**src/rtl/x_stream_gen.sv**
```systemverilog
// x_stream_gen: shifts a loadable pattern out LSB-first on x, optionally repeated.
// Ports: clk, res (sync high), load/pattern/len/rpt, start, stop -> x, frame, busy, done.
module x_stream_gen #(
  parameter int       WIDTH  = 8,
  parameter int       LEN_W  = 4,
  parameter int       RPT_W  = 4,
  parameter logic     IDLE_X = 1'b0
) (
  input  logic             clk,
  input  logic             res,
  input  logic             load,
  input  logic [WIDTH-1:0] pattern,
  input  logic [LEN_W-1:0] len,
  input  logic [RPT_W-1:0] rpt,
  input  logic             start,
  input  logic             stop,
  output logic             x,
  output logic             frame,
  output logic             busy,
  output logic             done
);

  localparam logic [0:0] S_IDLE = 1'b0;
  localparam logic [0:0] S_RUN  = 1'b1;

  localparam logic [LEN_W-1:0] LEN_MAX = LEN_W'(WIDTH);

  logic [0:0]       state_q, state_d;
  logic [WIDTH-1:0] pat_q, pat_d;
  logic [LEN_W-1:0] len_q, len_d;
  logic [RPT_W-1:0] rpt_q, rpt_d;
  logic [LEN_W-1:0] idx_q, idx_d;
  logic [RPT_W-1:0] cnt_q, cnt_d;
  logic             x_q, x_d;
  logic             frame_q, frame_d;
  logic             busy_q, busy_d;
  logic             done_q, done_d;

  // Values a start in this cycle would use (a same-cycle load wins).
  logic [WIDTH-1:0] pat_eff;
  logic [LEN_W-1:0] len_eff;
  logic [RPT_W-1:0] rpt_eff;

  logic [LEN_W-1:0] idx_inc;
  logic [WIDTH-1:0] pat_sh;

  always_comb begin
    len_eff = len;
    if (len == '0 || len > LEN_MAX) begin
      len_eff = LEN_MAX;
    end
    pat_eff = load ? pattern : pat_q;
    if (!load) begin
      len_eff = len_q;
    end
    rpt_eff = load ? rpt : rpt_q;
  end

  assign idx_inc = idx_q + LEN_W'(1);
  assign pat_sh  = pat_q >> idx_inc;

  always_comb begin
    state_d = state_q;
    pat_d   = pat_q;
    len_d   = len_q;
    rpt_d   = rpt_q;
    idx_d   = idx_q;
    cnt_d   = cnt_q;
    x_d     = x_q;
    frame_d = frame_q;
    busy_d  = busy_q;
    done_d  = 1'b0;

    case (state_q)
      S_IDLE: begin
        x_d     = IDLE_X;
        frame_d = 1'b0;
        busy_d  = 1'b0;
        if (load) begin
          pat_d = pat_eff;
          len_d = len_eff;
          rpt_d = rpt_eff;
        end
        if (start && !stop) begin
          state_d = S_RUN;
          idx_d   = '0;
          cnt_d   = rpt_eff;
          x_d     = pat_eff[0];
          frame_d = 1'b1;
          busy_d  = 1'b1;
        end
      end
      S_RUN: begin
        if (stop) begin
          state_d = S_IDLE;
          x_d     = IDLE_X;
          frame_d = 1'b0;
          busy_d  = 1'b0;
        end else if (idx_inc < len_q) begin
          idx_d = idx_inc;
          x_d   = pat_sh[0];
        end else if (cnt_q != '0) begin
          // Next repetition starts immediately, no gap.
          cnt_d = cnt_q - RPT_W'(1);
          idx_d = '0;
          x_d   = pat_q[0];
        end else begin
          state_d = S_IDLE;
          x_d     = IDLE_X;
          frame_d = 1'b0;
          busy_d  = 1'b0;
          done_d  = 1'b1;
        end
      end
      default: begin
        state_d = S_IDLE;
        x_d     = IDLE_X;
        frame_d = 1'b0;
        busy_d  = 1'b0;
      end
    endcase
  end

  always_ff @(posedge clk) begin
    if (res) begin
      state_q <= S_IDLE;
      pat_q   <= '0;
      len_q   <= LEN_MAX;
      rpt_q   <= '0;
      idx_q   <= '0;
      cnt_q   <= '0;
      x_q     <= IDLE_X;
      frame_q <= 1'b0;
      busy_q  <= 1'b0;
      done_q  <= 1'b0;
    end else begin
      state_q <= state_d;
      pat_q   <= pat_d;
      len_q   <= len_d;
      rpt_q   <= rpt_d;
      idx_q   <= idx_d;
      cnt_q   <= cnt_d;
      x_q     <= x_d;
      frame_q <= frame_d;
      busy_q  <= busy_d;
      done_q  <= done_d;
    end
  end

  assign x     = x_q;
  assign frame = frame_q;
  assign busy  = busy_q;
  assign done  = done_q;

endmodule

```
**config.mk**
```make
export PLATFORM = sky130hd
export DESIGN_NAME = x_stream_gen
export DESIGN_NICKNAME = d
export VERILOG_FILES = /design/src/rtl/x_stream_gen.sv
export SDC_FILE = /design/constraint.sdc
export NUM_CORES = 1
export LEC_CHECK = 0
export CAP_MARGIN = 40
export CORE_MARGIN = 2
export CORE_UTILIZATION = 50
export DETAILED_ROUTE_END_ITERATION = 16
export PLACE_DENSITY = 0.85
export SYNTH_ARGS = -nofsm -noshare
export SYNTH_HDL_FRONTEND = slang
export SYNTH_SLANG_ARGS = --single-unit
```
**constraint.sdc**
```tcl
create_clock -name clk -period 6.5 [get_ports clk]
set_input_delay 1.3 -clock clk [delete_from_list [all_inputs] [get_ports clk]]
set_output_delay 1.3 -clock clk [all_outputs]
set_load 0.005 [all_outputs]
```
---- After elaboration in Yosys (flattened, before gate mapping) ----
Cells that the tools add are included.
operators by class
  eq/ne operators ......................... 7
  muxes and demuxes ....................... 28
  reduce and logical (&&, ||, !) cells .... 10
  add/sub/neg operators ................... 2
  order comparisons ....................... 2
  shift-type cells ........................ 1
  bitwise logic cells ..................... 1
operator list
  operator                                                count
  two-way mux 4 bit                                       10
  one-hot mux 4 bit (2 select lines)                      2
  two-way mux 1 bit                                       13
  >> shifter 8 x 4 -> 1 bit                               1
  inequality test 2 bit (second input constant)           3
  inequality test 3 bit (second input constant)           2
  one-hot mux 1 bit (2 select lines)                      3
  adder 4 x 1 -> 4 bit (second input constant)            1
  > comparator 4 bit (second input constant)              1
  logical NOT 4 bit                                       1
  less-than comparator 4 bit                              1
  AND reduction 2 bit                                     2
  AND reduction 4 bit                                     1
  nonzero test 4 bit                                      1
  OR reduction 4 bit                                      1
  subtractor 4 x 1 -> 4 bit (second input constant)       1
  inequality test 3 x 1 -> 1 bit (second input constant)  1
  AND reduction 3 bit                                     1
  inequality test 2 x 1 -> 1 bit (second input constant)  1
  logical AND 1 bit                                       1
  logical NOT 1 bit                                       1
  logical OR 1 bit                                        1
  NOT 1 bit                                               1
word-level totals
  register bits ........................... 28
  output and inout bits ................... 4
  input bits .............................. 21

---- Depth between registers and ports, before layout ----
Gate-level depths: netlist of the first run.
  word-level depth ........................ 5
  depth in mapped cells ................... 10

---- Least setup slack after synthesis of the first run ----
No wires, ideal clock.
  path kind ............................... input to register
  start ................................... input load
  end ..................................... register pat_q[2]
  data arrival time ....................... 2.285 ns
  data required time ...................... 6.430 ns
  stages on the path ...................... 6
  slack ................................... 4.145 ns
  buffers on the path ..................... 3
  cells stage by stage .................... buf_2 -> nor2b_1 -> clkbuf_1 -> clkbuf_1 -> nand2_1 -> a21oi_1
on the way
  word-level cells in the longest chain between the ends .. 1
RTL lines
  item                                  RTL line  text
  start, declared                       11        input logic load,
  AND reduction 2 bit (no source line)  n/a
  end signal, assigned                  138       pat_q <= pat_d;
  end, declared                         29        logic [WIDTH-1:0] pat_q, pat_d;
Every way passes these cells.
A chain may end at the register's enable or synchronous reset.

---- Worst setup path after layout of the first run ----
  start ................................... input stop
  end ..................................... register cnt_q[1]
on the way
  word-level cells in the longest chain between the ends .. 4
  elaborated cells between the ends (all ways) .. 5
RTL lines
  item                                      RTL line  text
  start, declared                           16        input logic stop,
  logical NOT 1 bit                         84        if (start && !stop) begin
  logical AND 1 bit                         84
  inequality test 2 bit (no source line)    n/a
  AND reduction 4 bit (no source line) (*)  n/a
  end signal, assigned                      142       cnt_q <= cnt_d;
  end, declared                             33        logic [RPT_W-1:0] cnt_q, cnt_d;
Every way passes the cells marked *; elsewhere a longest branch is shown, timed or not.

==> results by group, run 1 <==
Setup path
  • Reg2Reg Launch Point: idx_q[0]$_SDFFE_PP0P_
  • Critical-path top delay cell: clkdlybuf4s50_1
  • Kind of end point of the critical path: flop
  • FF-to-FF path depth: 9
  • Crit path from: stop
  • Worst setup path category: input port to flop
  • Required time worst endpoint: 6.77 ns
  • FF-to-FF End: idx_q[1]$_SDFFE_PP0P_
  • Reg-to-reg setup timing slack: just under 4 ns
  • Type of origin of the critical path: input port
  • Critical Path Fanout Max: 8
  • Worst path cell trace: clkdlybuf4s50_1 > nand2b_1 > nor2_1 > a31oi_1 > a211o_1 > a21oi_1
  • WP data arrival: roughly 2.9 ns
  • Critical Path Max Stage Delay: ~0.54 ns

CTS
  • CTS H-Tree Depth: 1
  • Clk root buf: clkbuf_4
  • Postcts setup bufs: 0
  • CTS tree: done
  • Clock slew at reported path FFs: ~0.15 ns
  • Post_cts resized: 0
  • Hold-fix buffers, CTS: 0
  • TritonCTS buffer count: 3
  • # clock sinks: 28
  • Worst-Skew Late Latency: approximately 0.33 ns
  • Clk buf depth: 2

Global routing
  • First-pass GRT wire length: 5400 um
  • Total Routing Usage GR: 0.205
  • Grt ovf: 0
  • Number of global-route vias before repair: approximately 1.2k
  • Initial antenna violation count: 0
  • Pin count of the biggest net entering global routing: 20

Floorplan
  • Die X: 57.5 um
  • Core Region: about 0.0027 sq mm
  • Die Ht: about 58 um
  • Die ar.: between 0.003 and 0.004 sq mm
  • I/O pins: 25
  • Initial Utilization: 0.524
  • # rows: 19

Job
  • Max-capacitance violation count: 0

Timing
  • TNS Setup: 0 ns
  • Max Freq: roughly 0.38 GHz
  • Tmin final: 2.66 ns
  • Final Slew Violations: 0
  • RSZ-0062 raised after global routing: no
  • Setup violations, final: 0
  • Endpoints failing hold: 0
  • Worst-margin pin slew: between 0.5 and 0.6 ns
  • Rel. slew slack: 0.613
  • Final period util: 0.409
  • Clock skew: between 0.005 and 0.006 ns

Yosys
  • Async SR Flop Fraction: 0
  • Synth Area per Inst: between 7 and 8 sq um
  • Post-synthesis cell count: 180
  • Synth area leader: dfxtp_1
  • Yosys reg bits: 28
  • Top post-synthesis cells by area: dfxtp_1 39%, nand2_1 9.7%, a21oi_1 8.7%, ha_1 4.4%, mux4_2 3.1%
  • Synth cell count leaders: 37 x nand2_1, 28 x dfxtp_1, 25 x a21oi_1
  • Seq/Total Area, Yosys: 0.391
  • Number of synthesized flops with an enable pin: 0
  • Mapped Area: between 0.001 and 0.0015 sq mm
  • Yosys warnings: 0
  • Yosys top cell area share: 0.391
  • Unique masters post-synth: 40
  • Most frequent cell after synthesis: nand2_1
  • Top_reg_cell synth: dfxtp_1
  • Synthesized net count: a little over 200

Detailed routing
  • Initial DRT Pass Iterations: 4
  • Via count: 1351
  • Post-route ant nets: 0
  • DRC: 0
  • Routed wire per std cell: between 10 and 15 um
  • Post-DR vias/cell: roughly 5.9
  • DRT iter0 DRCs: 57
  • Drt total wl: 3170 um

Power
  • Power Density: about 180 mW/mm^2
  • Max VDD drop: 0.152 mV
  • P_leak: about 0.64 nW

Cells and area
  • Number of fill cells: about 250
  • Area grow syn2layout: 19.0%
  • Finished layout cell area: 0.00170 sq mm
  • Layout cell share with drive strength beyond 1: 0.0457
  • # diodes: 0
  • Nets: around 230

Placement
  • DP HPWL: 2380 um
  • Gp weighted congestion: 0.831
  • Post-DP Area: ~0.0017 sq mm
  • Port buffer count: 24

Worst hold path
  • Hold path depth: 2
  • Hold Path Class: flop to flop
  • Hold EP: pat_q[5]$_SDFFE_PP0P_
  • Launch point of the worst hold path: pat_q[5]$_SDFFE_PP0P_

Outcome
  • Status: completed
## through the flow
step                      hold slack (ns)  setup WS, ns  utilization  total power, mW  std cells
final                               0.468          3.84        0.623            0.315        228
after global routing                0.490          3.66        0.623            0.330        228
after CTS                           0.468          3.86        0.623            0.314        228
after detailed placement            0.449          3.52        0.615            0.246        225
after global placement              0.439          3.28        0.607            0.241        223
after floorplan                     0.429          4.14            -            0.223        180
## power breakdown
group	internal [mW]	switching, mW	total [mW]
registers	0.180	0.00663	0.186
logic	0.0285	0.0282	0.0567
clock network	0.0218	0.0505	0.0723
## registers in the layout, indices dropped and copies added, names as in the netlist
| name | count |
|---|---|
| rpt_q | 4 |
| x | 1 |
| done | 1 |
| cnt_q | 4 |
| len_q | 4 |
| busy | 1 |
| pat_q | 8 |
| state_q | 1 |
| idx_q | 4 |
## area by class of cell
class / instances / area, sq um / share of cell area
sequential: 28 / 561 / 0.329
timing repair buffer: 26 / 263 / 0.154
tap: 31 / 38.8 / 0.0228
multi-input combinational: 132 / 790 / 0.463
inverter: 8 / 30.0 / 0.0176
clock buffer: 3 / 22.5 / 0.0132
## routing by layer
layer	vias to the layer above	part of all wire	global-route usage
li1	658	-	-
met1	633	0.44	0.283
met2	52	0.48	0.325
met3	8	0.054	0.0249
met4	0	0.023	0.0864
met5	-	0	0
## critical path: cells and delay by family
family	cells	cell delay, ns
buffers and inverters	1	0.54
and+or+nand+nor	2	0.50
AOI/OAI and AO/OA	3	0.59
## placed cells by master (no fill, tap or decap), types with 4 or more instances in the layout
cell type and instances:
nand3b_1 5, nand3_1 4, clkdlybuf4s50_1 24, inv_1 8
nor2_1 10, a21oi_1 25, ha_1 5, dfxtp_1 28
nand2b_1 4, nand2_1 37
## worst max-delay path by stage
| stage | endpoint | cells after the start |
|---|---|---|
| 2_1_floorplan | pat_q[2]$_SDFFE_PP0P_ | 6 |
| 3_3_place_gp | len_q[3]$_SDFFE_PP1P_ | 4 |
| 3_5_place_dp | cnt_q[1]$_SDFFE_PP0P_ | 6 |
| 4_1_cts | cnt_q[1]$_SDFFE_PP0P_ | 6 |
| 5_1_grt | idx_q[1]$_SDFFE_PP0P_ | 9 |
| 6_report | cnt_q[1]$_SDFFE_PP0P_ | 6 |
## cells by family after synthesis
logic type                 count (synthesis)  share of synthesized area
and+or+nand+nor                           75                      0.249
AOI/OAI and AO/OA                         43                      0.180
DFF                                       28                      0.391
buffers and inverters                     20                     0.0576
muxes                                      6                     0.0603
adders and majority gates                  5                     0.0437
xor gates and xnor gates                   3                     0.0183
No activity file was read; power rests on OpenSTA's default activity.
==> run 2: changes to the inputs <==
==> constraint.sdc (replaced) <==
create_clock -name clk -period 2.75 [get_ports clk]
set_input_delay 0.55 -clock clk [delete_from_list [all_inputs] [get_ports clk]]
set_output_delay 0.55 -clock clk [all_outputs]
set_load 0.005 [all_outputs]
==> run 2 against run 1 <==
Net effect: sequential share of layout area is 0.61 points lower; largest cell class unchanged; register-to-register slack lost 3.7 ns; clock skew rose by 0.0062 ns; hold slack about the same; utilization rose by 1.5 points; critical path type is now flop to flop.
==> results by group, run 2 (synthesis gave the netlist of run 1 again) <==
CTS
  • Postcts setup bufs: 0
  • Clk buf depth: 2
  • CTS H-Tree Depth: 1
  • Clock slew at reported path FFs: roughly 0.16 ns
  • Clk root buf: clkbuf_4
  • # clock sinks: 28
  • Hold-fix buffers, CTS: 0
  • Worst-Skew Late Latency: roughly 0.33 ns
  • CTS tree: done
  • TritonCTS buffer count: 3

Placement
  • Port buffer count: 24
  • DP HPWL: ~2200 um
  • Gp weighted congestion: approximately 0.86

Outcome
  • Status: completed

Cells and area
  • Top reg by flops: pat_q
  • Nets: approximately 230
  • # diodes: 0
  • Number of fill cells: between 200 and 250
  • Sequential cell area: 563 sq um
  • Layout cell share with drive strength beyond 1: 0.0700
  • Fin util: 0.638
  • Max reg flops: 8
  • Most frequent cells in the layout: 37 x nand2_1, 26 x dfxtp_1, 25 x a21oi_1
  • Most common cell after layout, fill and taps aside: nand2_1
  • Area grow syn2layout: 21.7%
  • Area of the multi-input gates: roughly 790 sq um

Floorplan
  • Die X: between 50 and 60 um
  • Die Ht: between 50 and 60 um
  • # rows: 19
  • Die ar.: 0.00331 sq mm
  • I/O pins: 25
  • Initial Utilization: 0.524
  • Core Region: approximately 0.0027 sq mm

Power
  • Total power: 839 uW
  • Power Density: approximately 480 mW/mm^2
  • P_leak: ~0.66 nW
  • Max VDD drop: approximately 0.39 mV

Detailed routing
  • Drt total wl: between 2000 and 3000 um
  • DRT iter0 DRCs: 50
  • Via count: around 1.3k
  • Post-DR vias/cell: 5.62
  • Post-route ant nets: 0
  • DRC: 0
  • Initial DRT Pass Iterations: 4
  • Routed wire per std cell: ~13 um

Setup path
  • Worst path cell trace: nand3_1 > xor2_1 > inv_1 > ha_1 > or3_1 > o22a_1 > a311o_1 > a21oi_1 > nor2_1
  • Worst setup path category: flop to flop
  • Reg-to-reg setup timing slack: 0.19 ns
  • Reg2Reg Launch Point: idx_q[0]$_SDFFE_PP0P_
  • Critical Path Max Stage Delay: roughly 0.45 ns
  • Type of origin of the critical path: flop
  • Critical Path Fanout Max: 13
  • Critical-path top delay cell: a311o_1
  • CP Buf/Inv Count: 1
  • Required time worst endpoint: roughly 3 ns
  • Kind of end point of the critical path: flop
  • CP top delay family: compound AO/OA/AOI/OAI gates
  • WP data arrival: roughly 2.8 ns
  • Crit path from: idx_q[0]$_SDFFE_PP0P_

Timing
  • Worst-margin pin slew: ~0.5 ns
  • Rel. slew slack: 0.670
  • Setup violations, final: 0
  • Tmin final: ~2.6 ns
  • RSZ-0062 raised after global routing: no
  • Endpoints failing hold: 0
  • Max Freq: approximately 0.4 GHz
  • Hold WS: 0.468 ns
  • Clock skew: about 0.012 ns
  • Final Slew Violations: 0
  • TNS Setup: 0 ns
  • Final period util: 0.931

Global routing
  • First-pass GRT wire length: between 4000 and 5000 um
  • Number of global-route vias before repair: between 1k and 1.5k
  • Grt ovf: 0
  • Total Routing Usage GR: 0.186
  • Initial antenna violation count: 0
  • Pin count of the biggest net entering global routing: 20

Worst hold path
  • Hold Path Class: flop to flop
  • Launch point of the worst hold path: pat_q[1]$_SDFFE_PP0P_

Job
  • Max-capacitance violation count: 0
==> run 2: area by class of cell <==
cell class              count  share of cell area
repair buffers             28               0.155
clock buffers               3              0.0129
inverters                   8              0.0172
clock inverters             1              0.0172
well taps                  31              0.0222
flip-flops and latches     28               0.323
multi-input cells         132               0.453
==> run 2: worst paths after layout <==
path,cells after the start,endpoint
worst min-delay path,2,pat_q[1]$_SDFFE_PP0P_
worst max-delay path,9,idx_q[0]$_SDFFE_PP0P_
worst min register to register,2,pat_q[1]$_SDFFE_PP0P_
worst max register to register,9,idx_q[0]$_SDFFE_PP0P_
==> run 2: repair_timing <==
| action | CTS | global route |
|---|---|---|
| endpoints found under the setup margin | 0 | 4 |
| gates resized for setup | 0 | 2 |
| endpoints found under the hold margin | 0 | 0 |
==> run 2: stage by stage <==
step | instances | setup slack, ns | cell area [sq um]
finish | 231 | 0.189 | 1740
global route | 231 | 0.0452 | 1740
CTS | 231 | 0.106 | 1740
detailed placement | 227 | 0.161 | 1690
global placement | 227 | 0.295 | 1690
floorplan | 180 | 0.536 | 1430
==> run 2: tightest hold or removal path: stages, from the launching register on <==
cell and delay, ns:
dfxtp_1 0.34, nand2_1 0.05, a21oi_1 0.05
==> run 2: layer usage <==
metal | wire, um | share of wire | global-route usage
met1 | 1400 | 0.48 | 0.239
met2 | 1400 | 0.48 | 0.331
met3 | 101 | 0.035 | 0.0204
met4 | 19 | 0.0065 | 0.0498
met5 | 0 | 0 | 0
==> run 2: power by group <==
group,internal [mW],leakage [nW],switching (mW)
clock,0.147,0.0279,0.120
combinational,0.0681,0.403,0.0678
sequential,0.424,0.230,0.0112
total,0.640,0.661,0.199
